--- src/rtl/alu_defs.sv ---
`default_nettype none
// ============================================================================
// alu_defs : ALU operation codes and multiply-sequencer state encoding
// Revision : 1.0
// ============================================================================
package alu_defs;

  localparam logic [3:0] ALU_AND = 4'b0000;
  localparam logic [3:0] ALU_OR  = 4'b0001;
  localparam logic [3:0] ALU_ADD = 4'b0010;
  localparam logic [3:0] ALU_SUB = 4'b0110;
  localparam logic [3:0] ALU_SLT = 4'b0111;
  localparam logic [3:0] ALU_NOR = 4'b1100;
  localparam logic [3:0] ALU_SLL = 4'b0100;

  localparam logic [1:0] S_IDLE = 2'd0;
  localparam logic [1:0] S_RUN  = 2'd1;
  localparam logic [1:0] S_DONE = 2'd2;

endpackage
`default_nettype wire

--- src/rtl/alu_mul_sequencer.sv ---
`default_nettype none
// ============================================================================
// alu_mul_sequencer : unsigned WIDTHxWIDTH multiply by shift-and-add on the shared ALU
// Revision : 1.0
// ============================================================================
module alu_mul_sequencer
  import alu_defs::*;
#(
  parameter int WIDTH  = 32,
  parameter int ITER_W = 6
) (
  input  logic             clk,
  input  logic             rst_n,
  input  logic             start,
  input  logic [WIDTH-1:0] op_a,
  input  logic [WIDTH-1:0] op_b,
  output logic             busy,
  output logic             done,
  output logic [WIDTH-1:0] product_hi,
  output logic [WIDTH-1:0] product_lo,
  output logic [WIDTH-1:0] alu_in1,
  output logic [WIDTH-1:0] alu_in2,
  output logic [3:0]       alu_operation,
  input  logic [WIDTH-1:0] alu_out
);

  localparam logic [ITER_W-1:0] LAST_ITER = ITER_W'(WIDTH - 1);

  logic [1:0]        state_q, state_d;
  logic [WIDTH-1:0]  mcand_q, mcand_d;
  logic [WIDTH-1:0]  phi_q, phi_d;
  logic [WIDTH-1:0]  plo_q, plo_d;
  logic [ITER_W-1:0] cnt_q, cnt_d;
  logic              carry;

  // The ALU has no carry-out; an unsigned add wrapped iff the sum is below an addend.
  assign carry = (alu_out < phi_q);

  always_ff @(posedge clk) begin
    if (!rst_n) begin
      state_q <= S_IDLE;
    end else begin
      state_q <= state_d;
    end
  end

  always_comb begin
    state_d = state_q;
    case (state_q)
      S_IDLE:  if (start) state_d = S_RUN;
      S_RUN:   if (cnt_q == LAST_ITER) state_d = S_DONE;
      S_DONE:  state_d = S_IDLE;
      default: state_d = S_IDLE;
    endcase
  end

  always_comb begin
    busy          = (state_q == S_RUN);
    done          = (state_q == S_DONE);
    alu_operation = ALU_ADD;
    alu_in1       = '0;
    alu_in2       = '0;
    if (state_q == S_RUN) begin
      alu_in1 = phi_q;
      alu_in2 = plo_q[0] ? mcand_q : '0;
    end
  end

  always_comb begin
    mcand_d = mcand_q;
    phi_d   = phi_q;
    plo_d   = plo_q;
    cnt_d   = cnt_q;
    case (state_q)
      S_IDLE: begin
        if (start) begin
          mcand_d = op_a;
          phi_d   = '0;
          plo_d   = op_b;
          cnt_d   = '0;
        end
      end
      S_RUN: begin
        {phi_d, plo_d} = {carry, alu_out, plo_q[WIDTH-1:1]};
        cnt_d          = cnt_q + 1'b1;
      end
      default: ;
    endcase
  end

  always_ff @(posedge clk) begin
    if (!rst_n) begin
      mcand_q <= '0;
      phi_q   <= '0;
      plo_q   <= '0;
      cnt_q   <= '0;
    end else begin
      mcand_q <= mcand_d;
      phi_q   <= phi_d;
      plo_q   <= plo_d;
      cnt_q   <= cnt_d;
    end
  end

  assign product_hi = phi_q;
  assign product_lo = plo_q;

endmodule
`default_nettype wire

--- config.mk ---
export PLATFORM = sky130hd
export DESIGN_NAME = alu_mul_sequencer
export DESIGN_NICKNAME = d
export VERILOG_FILES = /design/src/rtl/alu_defs.sv /design/src/rtl/alu_mul_sequencer.sv
export SDC_FILE = /design/constraint.sdc
export NUM_CORES = 1
export LEC_CHECK = 0
export CELL_PAD_IN_SITES_DETAIL_PLACEMENT = 1
export CELL_PAD_IN_SITES_GLOBAL_PLACEMENT = 1
export CORE_ASPECT_RATIO = 0.8
export CORE_MARGIN = 2
export CORE_UTILIZATION = 31
export DETAILED_ROUTE_END_ITERATION = 8
export PLACE_DENSITY = 0.87
export SLEW_MARGIN = 15
export SYNTH_ARGS = -nofsm -noshare
export SYNTH_HDL_FRONTEND = slang
export SYNTH_SLANG_ARGS = --single-unit
--- constraint.sdc ---
create_clock -name clk -period 4.75 [get_ports clk]
set_clock_uncertainty 0.1 [all_clocks]
set_input_delay 0.475 -clock clk [delete_from_list [all_inputs] [get_ports clk]]
set_output_delay 0.475 -clock clk [all_outputs]
set_load 0.01 [all_outputs]
==> reports/results.tsv <==
metric	value	unit
status	complete, no violations	
clock_latency	350	ps
area_growth_syn_to_layout	53.5	%
hold_slack	367	ps
antenna_found_initial	0	
cts_buffer_depth	2	
vias	4968	
crit_buf_inv	2	
crit_chain	nand2b_4 > inv_2 > and3_1 > clkdlybuf4s50_1	
placedCellCount	996	
final_core_util	0.484	
dr.pass1.iters	4	
setup_viol	0	
cpMaxStageDelayCell	nand2b_4	
initial_core_util	0.315	
ant_nets	0	
min_path_type	flip-flop to flip-flop	
fin_crit_sh	0.695	
critPathTopFamily	simple AND/OR/NAND/NOR gates	
clock-sinks	104	
cts_made_buffers	9	
worst_pin_slew	961	ps
critPathKind	flip-flop to primary output	
rsz0062_at_grt	no	
synthCells	593	
path_clk_slew	80	ps
rr_worst_depth	5	
max_stage_delay	680	ps
yosysUniqueCellTypes	40	
final_cells	1012	
final_nets	923	
crit_path_end_kind	primary output	
drive_above_1_share	0.0339	
ios	233	
hold_depth	2	
wl_per_cell	16.6	um
holdBufCountCts	0	
track_usage	0.197	
grt_max_degree	73	
place_hpwl	12400	um
rrSetupSlack	2060	ps
synth-seq-cells	104	
h-tree-depth	3	
holdPathEnd	mcand_q[18]	
avgSynthCellArea	8.34	um^2
drc	0	
root_buffer	clkbuf_16	
netlist_area	4950	um^2
r2r_end	product_hi[24]	
drt_iter0_markers	170	
reg2reg_from	state_q[1]	
cts_resized	0	
drv_cap	0	
wirelength	16800	um
fillers	1877	
die_h	117	um
overflow	0	
synthFlopType	dfxtp_1	
post-route-min-period	3300	ps
die_width	145	um
synth_edf_count	0	
grt_pass1_vias	5096	
cp-start-kind	flip-flop	
relSlewSlack	0.358	
cts_setup_buffers	0	
pwr_density_cell	284	nW/um^2
ys_seq_area_frac	0.421	
port_buffers	228	
vdd_drop_max	0.206	mV
leakage	0.00297	uW
gp_congestion	0.799	
antenna_cells	0	
rows	41	
fmax	0.303	GHz
cp_data_arrival_time	2730	ps
hold_viol	0	
die-area	17000	um^2
grt_pass1_wl	26800	um
drt-vias-per-instance	4.91	
cp_max_fo	69	
coreArea	15700	um^2
min_from	mcand_q[18]	
tns	0	ps
ys_warn_count	0	
crit_required	4180	ps
async_reset_ff_frac	0	
drv_slew	0	
tritoncts	done	
[cell usage after synthesis, types with 2 or more instances]
cell / number / area share
buf_6: 3 / 0.0068
nor2b_1: 4 / 0.0051
a211oi_1: 2 / 0.0030
and4_1: 2 / 0.0035
a22o_1: 32 / 0.057
buf_1: 3 / 0.0023
clkbuf_1: 17 / 0.013
o211a_1: 2 / 0.0040
a221oi_1: 2 / 0.0035
a21oi_1: 13 / 0.013
and2_1: 5 / 0.0063
buf_4: 4 / 0.0061
o221ai_1: 32 / 0.057
ha_1: 32 / 0.081
a21boi_0: 32 / 0.049
conb_1: 2 / 0.0015
inv_1: 32 / 0.024
nor2_1: 105 / 0.080
and3_1: 33 / 0.042
o21ai_0: 7 / 0.0071
buf_2: 20 / 0.020
dfxtp_1: 104 / 0.42
nand3_1: 5 / 0.0051
nand2b_1: 2 / 0.0025
nand2_1: 81 / 0.061
nand4_1: 3 / 0.0038
[cell families after synthesis]
logic type / count (synthesis) / synth area share
other: 2 / 0.00152
flip-flops: 104 / 0.421
adder cells (fa/ha/maj): 32 / 0.0809
AND/OR/NAND/NOR: 244 / 0.216
multiplexers: 1 / 0.00202
buffers and inverters: 81 / 0.0744
AO/OA/AOI/OAI: 129 / 0.204
[sequential cells by signal, indices dropped and copies added (netlist names)]
signal / cells
product_lo: 32
product_hi: 32
cnt_q: 6
mcand_q: 32
state_q: 2
[metal layers]
| layer | up-vias | routed length (um) | global-route usage |
|---|---|---|---|
| met5 | - | 0 | 0 |
| met4 | 0 | 182 | 0.0471 |
| met3 | 14 | 1300 | 0.0663 |
| met2 | 161 | 7870 | 0.338 |
| met1 | 2363 | 7490 | 0.243 |
| li1 | 2430 | - | - |
[through the flow]
stage	setup WS [ps]	power (uW)	area, um^2
after CTS	1390	2190	7590
final	1450	2160	7590
after floorplan	2980	1200	4950
after detailed placement	1800	1440	7300
after global placement	1880	1430	7300
after global routing	1220	2280	7590
[worst min-delay path, cell delays in order (launching register included)]
cell      delay (ps)
dfxtp_1          310
nand2_1           50
a21boi_0          60
[power breakdown]
| group | total, uW | internal, uW | switching, uW |
|---|---|---|---|
| combinational | 436 | 230 | 206 |
| sequential | 982 | 931 | 51.0 |
| clock | 738 | 377 | 361 |
[cell type report]
class                      instances  area [um^2]  area share
clock buffer                      10          239      0.0315
clock inverter                     6         50.0     0.00659
inverter                          33          124      0.0163
multi-input combinational        410         2510       0.330
sequential                       104         2080       0.274
tap                              215          269      0.0354
timing repair buffer             234         2320       0.306
[how the worst max path moves through the flow]
stage | cells past startpoint | end | slack (ps) | from
after floorplan | 6 | product_hi[31] | 2980 | alu_out[14]
after global placement | 4 | alu_in2[0] | 1880 | state_q[1]
after detailed placement | 4 | alu_in2[20] | 1800 | state_q[1]
after CTS | 4 | alu_in2[20] | 1390 | state_q[1]
after global routing | 4 | alu_in2[19] | 1220 | state_q[1]
final | 4 | alu_in2[20] | 1450 | state_q[1]
[cell usage in the layout (no fill, tap or decap), types with 2 or more instances in the layout]
master | Yosys | final
a21boi_0 | 32 | 32
clkinvlp_4 | 0 | 2
conb_1 | 2 | 4
nand3_1 | 5 | 5
nand4_1 | 3 | 3
and4_1 | 2 | 2
a211oi_1 | 2 | 2
o21ai_0 | 7 | 7
nand2b_1 | 2 | 2
clkbuf_16 | 0 | 9
inv_6 | 0 | 3
a221oi_1 | 2 | 2
and2_1 | 5 | 5
o221ai_1 | 32 | 32
nor2_1 | 105 | 105
and3_1 | 33 | 33
inv_1 | 32 | 32
buf_4 | 4 | 6
clkdlybuf4s50_1 | 0 | 227
o211a_1 | 2 | 2
ha_1 | 32 | 32
dfxtp_1 | 104 | 104
nor2b_1 | 4 | 4
a21oi_1 | 13 | 13
a22o_1 | 32 | 32
nand2_1 | 81 | 80
(Power assumes the default switching activity.)
